--- src/rtl/life_step_scheduler_pkg.sv ---
// ============================================================================
// Module   : life_sched_pkg
// Purpose  : Shared state encoding and default widths for the generation scheduler.
// Revision : 1.0
// ============================================================================
`default_nettype none

package life_sched_pkg;

    typedef enum logic [1:0] {
        IDLE   = 2'd0,
        WAIT   = 2'd1,
        UPDATE = 2'd2
    } state_t;

    localparam int DEF_PERIOD_W     = 8;
    localparam int DEF_GEN_W        = 16;
    localparam int TICKS_PER_SECOND = 12_000_000;

endpackage

`default_nettype wire

--- src/rtl/life_step_scheduler_if.sv ---
// ============================================================================
// Module   : life_step_scheduler_if
// Purpose  : Control/handshake bundle between tick timer, scheduler and update engine.
// Revision : 1.0
// ============================================================================
`default_nettype none

interface life_step_scheduler_if
    import life_sched_pkg::*;
#(
    parameter int PERIOD_W = DEF_PERIOD_W,
    parameter int GEN_W    = DEF_GEN_W
);
    logic                tick;
    logic                run_en;
    logic                step_req;
    logic [PERIOD_W-1:0] period;
    logic                update_done;
    logic                ovr_clr;
    logic                update_start;
    logic                busy;
    logic                running;
    logic [GEN_W-1:0]    generation;
    logic                overrun;

    modport slave (
        input  tick, run_en, step_req, period, update_done, ovr_clr,
        output update_start, busy, running, generation, overrun
    );

    modport master (
        output tick, run_en, step_req, period, update_done, ovr_clr,
        input  update_start, busy, running, generation, overrun
    );
endinterface

`default_nettype wire

--- src/rtl/life_step_scheduler.sv ---
// ============================================================================
// Module   : life_step_scheduler
// Purpose  : Issues board-update starts every PERIOD ticks, with pause/step and overrun flag.
// Revision : 1.0
// ============================================================================
`default_nettype none

module life_step_scheduler
    import life_sched_pkg::*;
#(
    parameter int PERIOD_W = DEF_PERIOD_W,
    parameter int GEN_W    = DEF_GEN_W
) (
    input  logic                   clk,
    input  logic                   rst,
    life_step_scheduler_if.slave   bus
);

    localparam logic [PERIOD_W:0] C_ONE_W = {{PERIOD_W{1'b0}}, 1'b1};
    localparam logic [GEN_W-1:0]  C_ONE_G = {{(GEN_W-1){1'b0}}, 1'b1};

    state_t              r_state, w_state_nxt;
    logic                r_ret_wait, w_ret_nxt;
    logic [PERIOD_W-1:0] r_tick_cnt, w_cnt_nxt;
    logic                r_start, w_start_nxt;
    logic                r_busy;
    logic                r_running;
    logic                r_overrun;
    logic [GEN_W-1:0]    r_gen;
    logic                w_gen_inc;
    logic                w_ovr_set;
    logic [PERIOD_W:0]   w_eff;
    logic [PERIOD_W:0]   w_cnt_inc;
    logic                w_hit;

    // One extra bit keeps the compare exact at the maximum period.
    assign w_eff     = (bus.period == '0) ? C_ONE_W : {1'b0, bus.period};
    assign w_cnt_inc = {1'b0, r_tick_cnt} + C_ONE_W;
    assign w_hit     = bus.tick && (w_cnt_inc >= w_eff);

    always_comb begin
        w_state_nxt = r_state;
        w_ret_nxt   = r_ret_wait;
        w_cnt_nxt   = r_tick_cnt;
        w_start_nxt = 1'b0;
        w_gen_inc   = 1'b0;
        w_ovr_set   = 1'b0;

        case (r_state)
            IDLE: begin
                w_cnt_nxt = '0;
                if (bus.step_req) begin
                    w_start_nxt = 1'b1;
                    w_state_nxt = UPDATE;
                    w_ret_nxt   = bus.run_en;
                end else if (bus.run_en) begin
                    w_state_nxt = WAIT;
                end
            end

            WAIT: begin
                if (!bus.run_en) begin
                    w_state_nxt = IDLE;
                    w_cnt_nxt   = '0;
                end else if (w_hit) begin
                    w_cnt_nxt   = '0;
                    w_start_nxt = 1'b1;
                    w_state_nxt = UPDATE;
                    w_ret_nxt   = 1'b1;
                end else if (bus.tick) begin
                    w_cnt_nxt = w_cnt_inc[PERIOD_W-1:0];
                end
            end

            UPDATE: begin
                // Free-run cadence keeps counting; a boundary hit here is a dropped generation.
                if (r_ret_wait && w_hit) begin
                    w_ovr_set = 1'b1;
                    w_cnt_nxt = '0;
                end else if (r_ret_wait && bus.tick) begin
                    w_cnt_nxt = w_cnt_inc[PERIOD_W-1:0];
                end
                if (bus.update_done) begin
                    w_gen_inc = 1'b1;
                    if (r_ret_wait && bus.run_en) begin
                        w_state_nxt = WAIT;
                    end else begin
                        w_state_nxt = IDLE;
                        w_cnt_nxt   = '0;
                    end
                end
            end

            default: begin
                w_state_nxt = IDLE;
                w_cnt_nxt   = '0;
            end
        endcase
    end

    always_ff @(posedge clk or posedge rst) begin
        if (rst) begin
            r_state    <= IDLE;
            r_ret_wait <= 1'b0;
            r_tick_cnt <= '0;
            r_start    <= 1'b0;
            r_busy     <= 1'b0;
            r_running  <= 1'b0;
            r_overrun  <= 1'b0;
            r_gen      <= '0;
        end else begin
            r_state    <= w_state_nxt;
            r_ret_wait <= w_ret_nxt;
            r_tick_cnt <= w_cnt_nxt;
            r_start    <= w_start_nxt;
            r_busy     <= (w_state_nxt == UPDATE);
            r_running  <= (w_state_nxt == WAIT) || ((w_state_nxt == UPDATE) && w_ret_nxt);
            if (w_gen_inc) begin
                r_gen <= r_gen + C_ONE_G;
            end
            if (w_ovr_set) begin
                r_overrun <= 1'b1;
            end else if (bus.ovr_clr) begin
                r_overrun <= 1'b0;
            end
        end
    end

    assign bus.update_start = r_start;
    assign bus.busy         = r_busy;
    assign bus.running      = r_running;
    assign bus.generation   = r_gen;
    assign bus.overrun      = r_overrun;

endmodule

`default_nettype wire
--- src/flat_wrapper.sv ---
// flat-port wrapper written by rule: the top's interface ports become plain ports
module life_step_scheduler_flat import life_sched_pkg::*;
#(
    parameter int PERIOD_W = DEF_PERIOD_W,
    parameter int GEN_W    = DEF_GEN_W
)
  (clk, rst, bus_tick, bus_run_en, bus_step_req, bus_period, bus_update_done, bus_ovr_clr, bus_update_start, bus_busy, bus_running, bus_generation, bus_overrun);
  life_step_scheduler_if #(.PERIOD_W(PERIOD_W), .GEN_W(GEN_W)) bus_i ();
  input  logic clk;
  input  logic rst;
  input wire logic [$bits(bus_i.tick)-1:0] bus_tick;
  input wire logic [$bits(bus_i.run_en)-1:0] bus_run_en;
  input wire logic [$bits(bus_i.step_req)-1:0] bus_step_req;
  input wire logic [$bits(bus_i.period)-1:0] bus_period;
  input wire logic [$bits(bus_i.update_done)-1:0] bus_update_done;
  input wire logic [$bits(bus_i.ovr_clr)-1:0] bus_ovr_clr;
  output wire logic [$bits(bus_i.update_start)-1:0] bus_update_start;
  output wire logic [$bits(bus_i.busy)-1:0] bus_busy;
  output wire logic [$bits(bus_i.running)-1:0] bus_running;
  output wire logic [$bits(bus_i.generation)-1:0] bus_generation;
  output wire logic [$bits(bus_i.overrun)-1:0] bus_overrun;
  assign bus_i.tick = bus_tick;
  assign bus_i.run_en = bus_run_en;
  assign bus_i.step_req = bus_step_req;
  assign bus_i.period = bus_period;
  assign bus_i.update_done = bus_update_done;
  assign bus_i.ovr_clr = bus_ovr_clr;
  assign bus_update_start = bus_i.update_start;
  assign bus_busy = bus_i.busy;
  assign bus_running = bus_i.running;
  assign bus_generation = bus_i.generation;
  assign bus_overrun = bus_i.overrun;
  life_step_scheduler #(.PERIOD_W(PERIOD_W), .GEN_W(GEN_W)) u_core (.clk(clk), .rst(rst), .bus(bus_i));
endmodule
--- config.mk ---
export PLATFORM = sky130hd
export DESIGN_NAME = life_step_scheduler_flat
export DESIGN_NICKNAME = d
export VERILOG_FILES = /design/src/rtl/life_step_scheduler_pkg.sv /design/src/rtl/life_step_scheduler_if.sv /design/src/rtl/life_step_scheduler.sv /design/src/flat_wrapper.sv
export SDC_FILE = /design/constraint.sdc
export NUM_CORES = 1
export LEC_CHECK = 0
export CAP_MARGIN = 20
export CORE_UTILIZATION = 48
export CTS_BUF_LIST = sky130_fd_sc_hd__clkbuf_16
export DETAILED_ROUTE_END_ITERATION = 12
export PLACE_DENSITY = 0.88
export SYNTH_ARGS = -nofsm -noshare
export SYNTH_HDL_FRONTEND = slang
export SYNTH_SLANG_ARGS = --single-unit
--- constraint.sdc ---
create_clock -name clk -period 2.9 [get_ports clk]
set_input_delay 0.725 -clock clk [delete_from_list [all_inputs] [get_ports clk]]
set_output_delay 0.725 -clock clk [all_outputs]
set_load 0.05 [all_outputs]
==> flow_metrics.env, run 1 <==
export IMPL_part_of_the_cycle_the_worst_path_needs=0.989
export IMPL_detailedRoute_firstPassIterationCount=4
export IMPL_worstMarginPinSlew_ns=0.505
export IMPL_initial_core_util=0.507
export IMPL_worstHoldStart="u_core.bus.generation[15]$_DFFE_PP0P_"
export IMPL_setup_viol_count_final=0
export IMPL_unique_masters_post_synth=58
export IMPL_ios=35
export IMPL_design_area_sq_um=2890
export IMPL_antenna_cells_inserted=0
export IMPL_first_iter_violations=123
export IMPL_synth_edf_count=0
export IMPL_syn_cell_area_sq_um=2060
export IMPL_cp_required_ns=3.06
export IMPL_max_freq_mhz=349
export IMPL_grt_pass1_wl_mm=8.21
export IMPL_pin_count_of_the_biggest_net_entering_global_routing=32
export IMPL_max_cap_violations=0
export IMPL_seq_area_frac_synth=0.377
export IMPL_outcome="complete, no violations"
export IMPL_setup_worst_path_end_class="flop"
export IMPL_timing_worst_setup_path_type="in2reg"
export IMPL_postLayoutCoreUtil=0.712
export IMPL_post_synth_cell_area_avg_sq_um=9.23
export IMPL_maxSlewViolCount=0
export IMPL_grt_usage=0.248
export IMPL_synth_seq_cells=31
export IMPL_floorplan_core_area_sq_um=4060
export IMPL_maxSlewHeadroom=0.662
export IMPL_synth_warnings=0
export IMPL_critical_path_cell_chain="clkdlybuf4s50_1 -> inv_2 -> a41o_1 -> ha_1 -> nor2b_1 -> o21ai_1 -> nand4_1 -> a31o_1 -> a32o_1 -> a221o_1"
export IMPL_num_vias=2003
export IMPL_timing_critical_path_fanout_max=4
export IMPL_final_layout_size_suffix_gt1_frac=0.225
export IMPL_clk_pin_slew_worst_paths_ns=0.05
export IMPL_buffer_ports_inserted=34
export IMPL_cts_root_buf="sky130_fd_sc_hd__clkbuf_16"
export IMPL_wirelength_mm=5.38
export IMPL_route_detailed_vias_per_inst=5.91
export IMPL_globalRouteOverflowTotal=0
export IMPL_worst_case_clock_skew_ns=0.00256
export IMPL_antenna_found_initial=0
export IMPL_synth_cells=223
export IMPL_critPathLaunch="bus_period[1]"
export IMPL_clock_insertion_delay_worst_skew_ns=0.28
export IMPL_p_leak_nw=1.39
export IMPL_floorplan_die_area_sq_um=4550
export IMPL_power_per_cell_area_nw_per_um2=631
export IMPL_worst_ir_drop_vdd_v=0.000746
export IMPL_avgRoutedWirePerCell_microns=15.9
export IMPL_route_detailed_drc=0
export IMPL_dieHeight_microns=67.5
export IMPL_post_layout_min_period_ns=2.87
export IMPL_hold_viol_final=0
export IMPL_first_global_vias=1826
export IMPL_placed_cell_area_sq_um=2640
export IMPL_post_dp_hpwl_mm=3.76
export IMPL_core_rowCount=23
export IMPL_numClockSinks=31
export IMPL_synth_top_flop_cell="sky130_fd_sc_hd__dfrtp_1"
export IMPL_ys_async_sr_fraction=1.00
export IMPL_fin_nets=318
export IMPL_die_width_microns=67.5
export IMPL_critical_path_slowest_cell="sky130_fd_sc_hd__clkdlybuf4s50_1"
export IMPL_cts_inserted_buffers=5
export IMPL_cts_tree="yes"
export IMPL_cpPeakStageDelay_ns=0.47
export IMPL_htree_levels=2
export IMPL_detail_route_antenna_nets=0
export IMPL_critical_path_startpoint_type="input pin"
export IMPL_postSynthNetCount=252
export IMPL_worstHoldPathType="reg2reg"
export IMPL_cts_max_path_buffers=2
export IMPL_gp_routability_congestion=0.881
export IMPL_area_growth_synth_to_final_pct=40.4
export IMPL_r2r_start="u_core.r_tick_cnt[0]$_DFFE_PP0P_"
export IMPL_worst_ep_arrival_time_ns=3.03
export IMPL_grt_setup_unrepaired="true"
==> metal layers <==
| metal | vias to the layer above | GRT usage | part of all wire |
|---|---|---|---|
| met4 | 0 | 0.146 | 0.026 |
| met2 | 73 | 0.395 | 0.49 |
| met1 | 979 | 0.300 | 0.42 |
| met3 | 17 | 0.0608 | 0.054 |
| met5 | - | 0 | 0 |
| li1 | 934 | - | - |
==> metrics by stage <==
stage	hold WS (ns)	TNS, ns	cells	setup slack (ns)	power (mW)
5_1_grt	0.509	-0.487	339	-0.0996	1.92
3_5_place_dp	0.487	-3.22	330	-0.298	1.31
2_1_floorplan	0.520	0	223	0.161	1.07
3_3_place_gp	0.460	-1.26	330	-0.151	1.29
6_report	0.485	0	339	0.0321	1.82
4_1_cts	0.498	0	337	0.000283	1.80
==> placed cells by master, fill, tap and decap left out, types with 2 or more instances in the layout <==
cell type	n
sky130_fd_sc_hd__a211o_1	2
sky130_fd_sc_hd__clkbuf_16	5
sky130_fd_sc_hd__buf_4	30
sky130_fd_sc_hd__nor2_1	12
sky130_fd_sc_hd__nand2_1	26
sky130_fd_sc_hd__xor2_1	7
sky130_fd_sc_hd__o21ai_0	3
sky130_fd_sc_hd__and3_1	7
sky130_fd_sc_hd__a221o_1	3
sky130_fd_sc_hd__clkdlybuf4s50_1	31
sky130_fd_sc_hd__nand2b_1	3
sky130_fd_sc_hd__dfrtp_1	30
sky130_fd_sc_hd__nand4_1	4
sky130_fd_sc_hd__and2_1	5
sky130_fd_sc_hd__nand3_1	11
sky130_fd_sc_hd__a32oi_1	2
sky130_fd_sc_hd__o211ai_1	2
sky130_fd_sc_hd__nand2_2	4
sky130_fd_sc_hd__o21ai_1	2
sky130_fd_sc_hd__a31oi_1	3
sky130_fd_sc_hd__a21oi_1	10
sky130_fd_sc_hd__ha_1	12
sky130_fd_sc_hd__or3_1	2
sky130_fd_sc_hd__and4_2	2
sky130_fd_sc_hd__dlymetal6s2s_1	3
sky130_fd_sc_hd__inv_1	11
sky130_fd_sc_hd__a21oi_2	2
sky130_fd_sc_hd__nor2b_1	2
sky130_fd_sc_hd__and3_4	2
sky130_fd_sc_hd__xnor2_1	11
==> flip-flops by register name (all words and copies together) (netlist names) <==
register                 count
u_core.bus.busy              1
u_core.bus.generation       16
u_core.bus.overrun           1
u_core.bus.running           1
u_core.bus.update_start      1
u_core.r_ret_wait            1
u_core.r_state               2
u_core.r_tick_cnt            8
==> area by class of cell <==
type	instances	area, sq um
Clock inverter	2	8.76
Sequential cell	31	777
Inverter	12	45.0
Fill cell	264	1170
Clock buffer	5	125
Timing Repair Buffer	65	584
Tap cell	50	62.6
Multi-Input combinational cell	174	1290
==> cell usage after synthesis, drive strengths merged (3+ instances only) <==
cell	count	area (sq um)
a21oi	12	60.1
a221o	3	30.0
a31oi	3	18.8
and2	8	51.3
and3	9	61.3
and4	3	28.8
buf	4	31.3
dfrtp	31	776
ha	14	175
inv	12	45.0
nand2	30	113
nand2b	3	18.8
nand3	13	70.1
nand4	4	25.0
nor2	12	45.0
o21ai	5	25.0
xnor2	12	105
xor2	7	61.3
==> cells by family after synthesis <==
logic type / synth area share
XOR/XNOR: 0.0809
multiplexers: 0.00547
flip-flops: 0.377
AO/OA/AOI/OAI: 0.166
AND/OR/NAND/NOR: 0.244
adder cells (fa/ha/maj): 0.0851
buffers and inverters: 0.0413
==> where the power goes <==
part	leakage, nW	internal (mW)	switching (mW)	total [mW]
clock	0.0671	0.307	0.180	0.487
sequential	0.416	0.507	0.0767	0.584
combinational	0.904	0.294	0.460	0.754
total	1.39	1.11	0.717	1.82
==> worst max-delay path, delay by kind of cell <==
family	cells	cell delay (ns)
AND/OR/NAND/NOR	2	0.29
adder cells (fa/ha/maj)	1	0.27
buffers and inverters	2	0.51
AO/OA/AOI/OAI	5	1.23
==> what timing repair did <==
action,in CTS,in global routing
setup buffers,0,2
endpoints found under the setup margin,3,15
gates resized for setup,1,23
hold buffers,0,0
pin swaps,0,22
==> worst paths after layout <==
kind	to	slack, ns	cells past startpoint
setup / recovery	u_core.r_tick_cnt[5]$_DFFE_PP0P_	0.03	10
hold / removal	u_core.bus.generation[15]$_DFFE_PP0P_	0.49	1
setup reg to reg	u_core.bus.running$_DFF_PP0_	0.05	12
hold reg to reg	u_core.bus.generation[15]$_DFFE_PP0P_	0.49	1
max in group asynchronous	u_core.r_tick_cnt[3]$_DFFE_PP0P_	1.76	3
min in group asynchronous	u_core.bus.generation[9]$_DFFE_PP0P_	0.84	3
(Power assumes the default switching activity.)
==> run 2: changes to the inputs <==
--- a/config.mk
+++ b/config.mk
@@ -5,10 +5,12 @@
 export SDC_FILE = /design/constraint.sdc
 export NUM_CORES = 1
 export LEC_CHECK = 0
+export ABC_CLOCK_PERIOD_IN_PS = 2900
 export CAP_MARGIN = 20
 export CORE_UTILIZATION = 48
 export CTS_BUF_LIST = sky130_fd_sc_hd__clkbuf_16
 export DETAILED_ROUTE_END_ITERATION = 12
+export HOLD_SLACK_MARGIN = 0.02
 export PLACE_DENSITY = 0.88
 export SYNTH_ARGS = -nofsm -noshare
 export SYNTH_HDL_FRONTEND = slang
==> results of run 2 <==
Final layout, timing and power as in run 1 (identical DEF).
==> run 3: changes to the inputs <==
--- a/config.mk
+++ b/config.mk
@@ -10,7 +10,7 @@
 export CORE_UTILIZATION = 48
 export CTS_BUF_LIST = sky130_fd_sc_hd__clkbuf_16
 export DETAILED_ROUTE_END_ITERATION = 12
-export HOLD_SLACK_MARGIN = 0.02
+export HOLD_SLACK_MARGIN = 0.1
 export PLACE_DENSITY = 0.88
 export SYNTH_ARGS = -nofsm -noshare
 export SYNTH_HDL_FRONTEND = slang
==> results of run 3 <==
Final layout, timing and power as in run 1 (identical DEF).
